[src/rtl/wb_pkg.sv]
// Shared constants and types for the writeback stage: result-source codes,
// load funct3 encodings and the stage FSM state type.
package wb_pkg;

  localparam logic [1:0] RES_ALU  = 2'b00;
  localparam logic [1:0] RES_LOAD = 2'b01;
  localparam logic [1:0] RES_PC4  = 2'b10;
  localparam logic [1:0] RES_IMM  = 2'b11;

  localparam logic [2:0] F3_LB  = 3'b000;
  localparam logic [2:0] F3_LH  = 3'b001;
  localparam logic [2:0] F3_LW  = 3'b010;
  localparam logic [2:0] F3_LD  = 3'b011;
  localparam logic [2:0] F3_LBU = 3'b100;
  localparam logic [2:0] F3_LHU = 3'b101;
  localparam logic [2:0] F3_LWU = 3'b110;

  typedef enum logic [0:0] {IDLE, WAIT_LOAD} wb_state_t;

endpackage

[src/rtl/load_extend.sv]
// Combinational lane select and sign/zero extension of an aligned load word.
module load_extend
  import wb_pkg::*;
#(
  parameter int unsigned XLEN = 32
) (
  input  logic [XLEN-1:0]              rdata_i,
  input  logic [$clog2(XLEN/8)-1:0]    offset_i,
  input  logic [2:0]                   funct3_i,
  output logic [XLEN-1:0]              ext_o
);

  localparam int unsigned OW = $clog2(XLEN/8);

  logic [7:0]      lane_b;
  logic [15:0]     lane_h;
  logic [XLEN-1:0] lw_val, lwu_val, ld_val;

  assign lane_b = rdata_i[{offset_i, 3'b000} +: 8];
  // Halfword lane ignores the low offset bit.
  assign lane_h = rdata_i[{offset_i[OW-1:1], 4'b0000} +: 16];

  if (XLEN == 64) begin : g_x64
    logic [31:0] lane_w;
    assign lane_w  = offset_i[OW-1] ? rdata_i[63:32] : rdata_i[31:0];
    assign lw_val  = {{32{lane_w[31]}}, lane_w};
    assign lwu_val = {32'b0, lane_w};
    assign ld_val  = rdata_i;
  end else begin : g_x32
    assign lw_val  = rdata_i;
    assign lwu_val = '0;
    assign ld_val  = '0;
  end

  always_comb begin
    ext_o = '0;
    case (funct3_i)
      F3_LB:   ext_o = {{(XLEN-8){lane_b[7]}}, lane_b};
      F3_LBU:  ext_o = {{(XLEN-8){1'b0}}, lane_b};
      F3_LH:   ext_o = {{(XLEN-16){lane_h[15]}}, lane_h};
      F3_LHU:  ext_o = {{(XLEN-16){1'b0}}, lane_h};
      F3_LW:   ext_o = lw_val;
      F3_LWU:  ext_o = lwu_val;
      F3_LD:   ext_o = ld_val;
      default: ext_o = '0;
    endcase
  end

endmodule

[src/rtl/wb_stage_ext.sv]
// Writeback stage: result select, load extension, late-load wait with
// backpressure, and a registered single-cycle writeback beat.
module wb_stage_ext
  import wb_pkg::*;
#(
  parameter int unsigned XLEN   = 32,
  parameter int unsigned REG_AW = 5
) (
  input  logic              clk,
  input  logic              reset_n,
  input  logic              in_valid,
  output logic              in_ready,
  input  logic              regwrite_w,
  input  logic [1:0]        result_src_w,
  input  logic [2:0]        funct3_w,
  input  logic [XLEN-1:0]   alu_result_w,
  input  logic [XLEN-1:0]   pc_plus_4_w,
  input  logic [XLEN-1:0]   imm_w,
  input  logic [REG_AW-1:0] rd_w,
  input  logic              mem_rvalid,
  input  logic [XLEN-1:0]   mem_rdata,
  output logic              wb_valid,
  output logic              wb_regwrite,
  output logic [REG_AW-1:0] wb_rd,
  output logic [XLEN-1:0]   wb_result,
  output logic              busy
);

  localparam int unsigned OW = $clog2(XLEN/8);

  wb_state_t         state_q, state_d;
  logic [REG_AW-1:0] cap_rd_q, cap_rd_d;
  logic              cap_regwrite_q, cap_regwrite_d;
  logic [2:0]        cap_funct3_q, cap_funct3_d;
  logic [OW-1:0]     cap_off_q, cap_off_d;
  logic              wb_valid_q, wb_valid_d;
  logic              wb_regwrite_q, wb_regwrite_d;
  logic [REG_AW-1:0] wb_rd_q, wb_rd_d;
  logic [XLEN-1:0]   wb_result_q, wb_result_d;

  logic [OW-1:0]     ext_off;
  logic [2:0]        ext_funct3;
  logic [XLEN-1:0]   ext_val;
  logic [XLEN-1:0]   sel_val;

  // Lane select follows the captured fields while a load is outstanding.
  assign ext_off    = (state_q == WAIT_LOAD) ? cap_off_q : alu_result_w[OW-1:0];
  assign ext_funct3 = (state_q == WAIT_LOAD) ? cap_funct3_q : funct3_w;

  load_extend #(
    .XLEN(XLEN)
  ) u_load_extend (
    .rdata_i (mem_rdata),
    .offset_i(ext_off),
    .funct3_i(ext_funct3),
    .ext_o   (ext_val)
  );

  always_comb begin
    case (result_src_w)
      RES_ALU:  sel_val = alu_result_w;
      RES_LOAD: sel_val = ext_val;
      RES_PC4:  sel_val = pc_plus_4_w;
      default:  sel_val = imm_w;
    endcase
  end

  always_comb begin
    state_d        = state_q;
    cap_rd_d       = cap_rd_q;
    cap_regwrite_d = cap_regwrite_q;
    cap_funct3_d   = cap_funct3_q;
    cap_off_d      = cap_off_q;
    wb_valid_d     = 1'b0;
    wb_regwrite_d  = 1'b0;
    wb_rd_d        = wb_rd_q;
    wb_result_d    = wb_result_q;
    case (state_q)
      IDLE: begin
        if (in_valid) begin
          if (result_src_w != RES_LOAD || mem_rvalid) begin
            wb_valid_d    = 1'b1;
            wb_rd_d       = rd_w;
            wb_regwrite_d = regwrite_w && (rd_w != '0);
            wb_result_d   = sel_val;
          end else begin
            cap_rd_d       = rd_w;
            cap_regwrite_d = regwrite_w;
            cap_funct3_d   = funct3_w;
            cap_off_d      = alu_result_w[OW-1:0];
            state_d        = WAIT_LOAD;
          end
        end
      end
      WAIT_LOAD: begin
        if (mem_rvalid) begin
          wb_valid_d    = 1'b1;
          wb_rd_d       = cap_rd_q;
          wb_regwrite_d = cap_regwrite_q && (cap_rd_q != '0);
          wb_result_d   = ext_val;
          state_d       = IDLE;
        end
      end
      default: state_d = IDLE;
    endcase
  end

  always_ff @(posedge clk or negedge reset_n) begin
    if (!reset_n) begin
      state_q        <= IDLE;
      cap_rd_q       <= '0;
      cap_regwrite_q <= 1'b0;
      cap_funct3_q   <= '0;
      cap_off_q      <= '0;
      wb_valid_q     <= 1'b0;
      wb_regwrite_q  <= 1'b0;
      wb_rd_q        <= '0;
      wb_result_q    <= '0;
    end else begin
      state_q        <= state_d;
      cap_rd_q       <= cap_rd_d;
      cap_regwrite_q <= cap_regwrite_d;
      cap_funct3_q   <= cap_funct3_d;
      cap_off_q      <= cap_off_d;
      wb_valid_q     <= wb_valid_d;
      wb_regwrite_q  <= wb_regwrite_d;
      wb_rd_q        <= wb_rd_d;
      wb_result_q    <= wb_result_d;
    end
  end

  assign in_ready    = (state_q == IDLE);
  assign busy        = (state_q == WAIT_LOAD);
  assign wb_valid    = wb_valid_q;
  assign wb_regwrite = wb_regwrite_q;
  assign wb_rd       = wb_rd_q;
  assign wb_result   = wb_result_q;

endmodule

[config.mk]
export PLATFORM = sky130hd
export DESIGN_NAME = wb_stage_ext
export DESIGN_NICKNAME = d
export VERILOG_FILES = /design/src/rtl/wb_pkg.sv /design/src/rtl/load_extend.sv /design/src/rtl/wb_stage_ext.sv
export SDC_FILE = /design/constraint.sdc
export NUM_CORES = 1
export LEC_CHECK = 0
export CORE_UTILIZATION = 35
export DETAILED_ROUTE_END_ITERATION = 7
export PLACE_DENSITY_LB_ADDON = 0.1
export SYNTH_ARGS = -nofsm -noshare
export SYNTH_HDL_FRONTEND = slang
export SYNTH_SLANG_ARGS = --single-unit
[constraint.sdc]
create_clock -name clk -period 2.2 [get_ports clk]
set_input_delay 0.66 -clock clk [delete_from_list [all_inputs] [get_ports clk]]
set_output_delay 0.66 -clock clk [all_outputs]
set_load 0.02 [all_outputs]
Word level (Yosys, flattened, before mapping) --
Cells that the tools add are included. Widths: inputs -> output; s select.
Operators by class: $add $sub $neg 0, multipliers 0, div/mod/pow operators 0, $lt $le $gt $ge 0, equality and inequality tests 10, shifts and indexed selects 2, mux-type cells 24, bitwise operators 2, reduce and logical (&&, ||, !) cells 9
Operators by type and width (count):
- $pmux 32 s5 | 1
- $mux 32 | 3
- $pmux 32 s3 | 1
- $pmux 32 s2 | 1
- $shiftx 32x6->16 | 1
- $shiftx 32x6->8 | 1
- $mux 5 | 3
- $pmux 5 s2 | 1
- $reduce_bool 5->1 | 2
- $mux 1 | 9
- $eq 3x3->1 const B | 2
- $pmux 1 s2 | 3
- $reduce_and 3->1 | 2
- $ne 2x1->1 const B | 2
- $ne 2x2->1 const B | 2
- $eq 3x1->1 const B | 1
- $eq 3x2->1 const B | 1
- $logic_not 3->1 | 1
- $mux 3 | 1
- $eq 2x1->1 const B | 1
- $eq 2x2->1 const B | 1
- $logic_and 1x1->1 | 2
- $logic_not 2->1 | 1
- $mux 2 | 1
- 2 further kinds | 3
Storage, ports and cells: bits in registers 51, bits in latches 0, memory bits (writable) 0, ROM bits 0, input port bits 143, memories 0

Depth between registers and ports, before layout --
word-level depth 7, mapped depth 8, mapped depth without buffers 6

Modules after synthesis --
A second synthesis with hierarchy kept.
Second synthesis, totals: cells, all modules 331, area, all modules 3838.7 um^2
By module, submodules not included:
- wb_stage_ext | times used 1, cells each 213, area an instance 3027.9 um^2
- load_extend | times used 1, cells each 118, area an instance 810.8 um^2

Worst setup path before layout --
OpenSTA, ideal clock, no wires.
kind input -> register, from input funct3_w[1], to register wb_result_q[13], in the netlist wb_result[13], arrival 2.000 ns, setup slack 0.066 ns, stages on the path 6, cell sequence clkbuf_1 > or4b_4 > o41ai_4 > a221o_4 > a2111oi_2 > a211oi_2
On the way: cells in the longest elaborated chain, start to end 7, elaborated cells on any way between the ends 12, classes of those cells eq/ne (4); mux (7); reduce/logical (1)
Ends and longest elaborated chain:
- start, declared | RTL line wb_stage_ext.sv:15 | input logic [2:0] funct3_w,
- $mux 3 (*) | RTL line wb_stage_ext.sv:48 | assign ext_funct3 = (state_q == WAIT_LOAD) ? cap_funct3_q : funct3_w;
- $eq 3x2->1 (tied with other cells) | RTL line load_extend.sv:37 | case (funct3_i)
- $pmux 32 s5 (*) | RTL line load_extend.sv:37
- $pmux 32 s3 | RTL line wb_stage_ext.sv:60 | case (result_src_w)
- $mux 32 | RTL line wb_stage_ext.sv:81 | if (result_src_w != RES_LOAD || mem_rvalid) begin
- $mux 32 | RTL line wb_stage_ext.sv:80 | if (in_valid) begin
- $pmux 32 s2 (*) | RTL line wb_stage_ext.sv:78 | case (state_q)
- end signal, assigned | RTL line wb_stage_ext.sv:128 | wb_result_q <= wb_result_d;
- end, declared | RTL line wb_stage_ext.sv:39 | logic [XLEN-1:0] wb_result_q, wb_result_d;
Every way passes the cells marked *; elsewhere a longest branch is shown, timed or not. The select of a mux whose other input is x is not followed. A chain may end at the register's enable or synchronous reset.

Worst setup path after layout --
from register state_q, in the netlist busy, to register wb_result_q[14], in the netlist wb_result[14]
On the way: cells in the longest elaborated chain, start to end 7, elaborated cells on any way between the ends 20, classes of those cells eq/ne (7); shift (2); mux (8); bitwise (1); reduce/logical (2)
Ends and longest elaborated chain:
- start, declared | RTL line wb_stage_ext.sv:31 | wb_state_t state_q, state_d;
- start signal, assigned | RTL line wb_stage_ext.sv:120 | state_q <= state_d;
- $mux 2 or $mux 3 (tied branches) | RTL line wb_stage_ext.sv:47, wb_stage_ext.sv:48
- $shiftx 32x6->16 (tied with other cells) | RTL line load_extend.sv:21 | assign lane_h = rdata_i[{offset_i[OW-1:1], 4'b0000} +: 16];
- $pmux 32 s5 | RTL line load_extend.sv:37
- $pmux 32 s3 | RTL line wb_stage_ext.sv:60
- $mux 32 | RTL line wb_stage_ext.sv:81
- $mux 32 | RTL line wb_stage_ext.sv:80
- $pmux 32 s2 | RTL line wb_stage_ext.sv:78
Several ways; a longest one is shown, not always the timed one. The select of a mux whose other input is x is not followed.

==> reports/qor.yml <==
status:
  status: "complete, no violations"
routing:
  viasPerCell: 5.605
  vias: 5000
  drt_iter0_drc: 313
  top_layer: "met4"
  wirelength_mm: 16.27
  wl_met3_um: 969
  ant_nets: 0
  dr.pass1.iters: 6
  drcViolationCount: 0
  wl_met2_mm: 7.834
  wl_per_cell_um: 18.24
  wl_met1_mm: 7.073
timing:
  clock.fmax_mhz: 462.4
  finalSetupViolCount: 0
  hold_violations: 0
  post-route-min-period_ns: 2.163
  finalCritPeriodShare: 0.9830
  worst_hold_slack_ns: 0.3008
  worst_pin_slew_ns: 0.6012
  fin_skew_ns: 0.006070
  maxSlewViolCount: 0
  rsz0062_at_grt: "true"
  max_slew_margin: 0.5936
finish:
  final_util: 0.6154
  layout_common_cells: "clkdlybuf4s50_1, nand2_1, o21ai_0"
  drive_gt1_frac: 0.1963
  fin_area_mm2: 0.007027
  layout_commonest_cell: "clkdlybuf4s50_1"
  nets: 891
  final_cell_count_no_fill: 892
  syn2layout_area_growth_pct: 70.70
  num_antenna_cells: 0
global_route:
  grt_pass1_vias: 5089
  grt_usage: 0.2635
  grt_start_max_net_pins: 36
  grt_remaining_overflow: 0
  antenna_found_initial: 0
  grt_pass1_wl_mm: 26.01
yosys:
  syn_nets: 665
  avgSynthCellArea_um2: 7.886
  yosys_warnings: 0
  ys.flop_type: "dfrtp_1"
  post-synth-top-area-cell: "dfrtp_1"
  synth_enable_flop_cells: 0
  syn_area_mm2: 0.004116
  ys_seq_area_frac: 0.3100
  synth_top_area_frac: 0.3100
  synthesis.instances: 522
  postSynth.asyncResetShare: 1.000
  ys_types: 52
  synth.area.top_cells: "dfrtp_1, o21ai_0, a21oi_1, nand2_1, mux2i_1"
  synth-seq-cells: 51
power:
  ir_drop_v: 0.0003528
  leakagePower_nw: 2.793
  finalPower_mw: 3.889
  p_per_area_mw_per_mm2: 553.5
clock_network:
  clk_path_buf_depth: 2
  tritoncts: "built"
  clock_latency_ns: 0.30
  path_clk_slew_ns: 0.07
  cts_inserted_buffers: 5
  clock_sinks: 51
  cts_hold_buf: 0
  htree_levels: 2
  root_buffer: "clkbuf_16"
flow_run:
  maxCapViolCount: 0
floorplanning:
  fp.dieW_um: 110.5
  io-pin-count: 184
  dieArea_mm2: 0.01220
  rows: 39
  start_util: 0.3605
  die_y_um: 110.5
  coreArea_mm2: 0.01142
worst_setup_path:
  rrSetupSlack_ns: 0.04
  worst_r2r_path_depth: 6
  worst_ep_required_time_ns: 2.37
  end_kind: "flop"
  cp-start-kind: "flop"
  cp_max_fo: 7
  r2r_end: "wb_result[14]$_DFFE_PN0P_"
  reg2reg_from: "busy$_DFF_PN0_"
  path_class: "flop to flop"
  arrival_ns: 2.33
  critPathLaunch: "busy$_DFF_PN0_"
worst_hold_path:
  hp-class: "primary input to async pin"
place:
  dp.cells: 866
  port_buffers: 183
  place_area_mm2: 0.006475
  hpwl_mm: 12.64
  gp_congestion: 0.8679
==> cell type report <==
class                      count  area, um^2
multi-input combinational    420        2835
tap                          143       178.9
clock buffer                   5       125.1
fill                        1045        4392
inverter                       7       26.28
sequential                    51        1277
clock inverter                 3       25.02
timing repair buffer         263        2559
==> sequential cells by signal (all words and copies together) (netlist names) <==
name	cells
wb_rd	5
wb_regwrite	1
busy	1
cap_off_q	2
cap_regwrite_q	1
cap_funct3_q	3
wb_result	32
wb_valid	1
cap_rd_q	5
==> stage by stage <==
stage                     setup TNS [ns]  setup slack [ns]
after floorplan                        0           0.06564
after global placement            -18.30           -0.7060
after detailed placement          -21.13           -0.8528
after CTS                        -0.3821          -0.07516
after global routing            -0.07978          -0.02591
final                                  0           0.03734
==> worst max-delay path, stage by stage, from the launching register on <==
cell	delay [ns]
dfrtp_2	0.44
buf_12	0.14
and3b_2	0.25
buf_4	0.15
a221o_4	0.50
a2111oi_1	0.45
o21ai_1	0.12
==> synthesized netlist by cell type, drive strengths merged, types with 2 or more instances <==
cell      n
nor3      5
or4       2
and2      6
o21ai    96
o41ai     2
a221o     4
o22ai     2
nand2    89
nor2b    18
o221ai    2
inv       7
nor4b     2
clkbuf   29
mux2     13
a21oi    73
nor3b     2
nor2     27
nor4      3
buf      15
mux2i    30
dfrtp    51
a211oi    2
a2111oi  29
==> metal layers <==
layer	track usage	vias up
met1	0.3359	2408
met3	0.04281	28
met4	0.08889	0
met5	0	-
met2	0.4509	207
li1	-	2357
==> power by group <==
group          switching (mW)  leakage, nW  total, mW  internal, mW
Sequential              0.140        0.635       1.27          1.13
Clock                   0.369       0.0700      0.795         0.426
Combinational           0.874         2.09       1.83         0.953
Total                    1.38         2.79       3.89          2.51
==> cells by family (layout without fill, tap and decap cells) <==
family	Yosys count	count (layout)	share of synthesized area
and+or+nand+nor	158	158	0.1793
buffers and inverters	51	278	0.05805
DFF	51	51	0.3100
muxes	43	43	0.1155
AOI/OAI and AO/OA	219	219	0.3371
==> worst max path at each step <==
stage	to	slack [ns]	cells after the start
2_1_floorplan	wb_result[13]$_DFFE_PN0P_	0.07	6
3_3_place_gp	wb_result[17]$_DFFE_PN0P_	-0.71	7
3_5_place_dp	wb_result[16]$_DFFE_PN0P_	-0.85	7
4_1_cts	wb_result[17]$_DFFE_PN0P_	-0.08	7
5_1_grt	wb_result[0]$_DFFE_PN0P_	-0.03	6
6_report	wb_result[14]$_DFFE_PN0P_	0.04	6
==> timing repair <==
item / 4_1_cts / 5_1_grt
setup buffers: 9 / 10
endpoints found under the setup margin: 34 / 32
resized for setup: 39 / 24
pin swaps: 11 / 4
(Power assumes the default switching activity.)
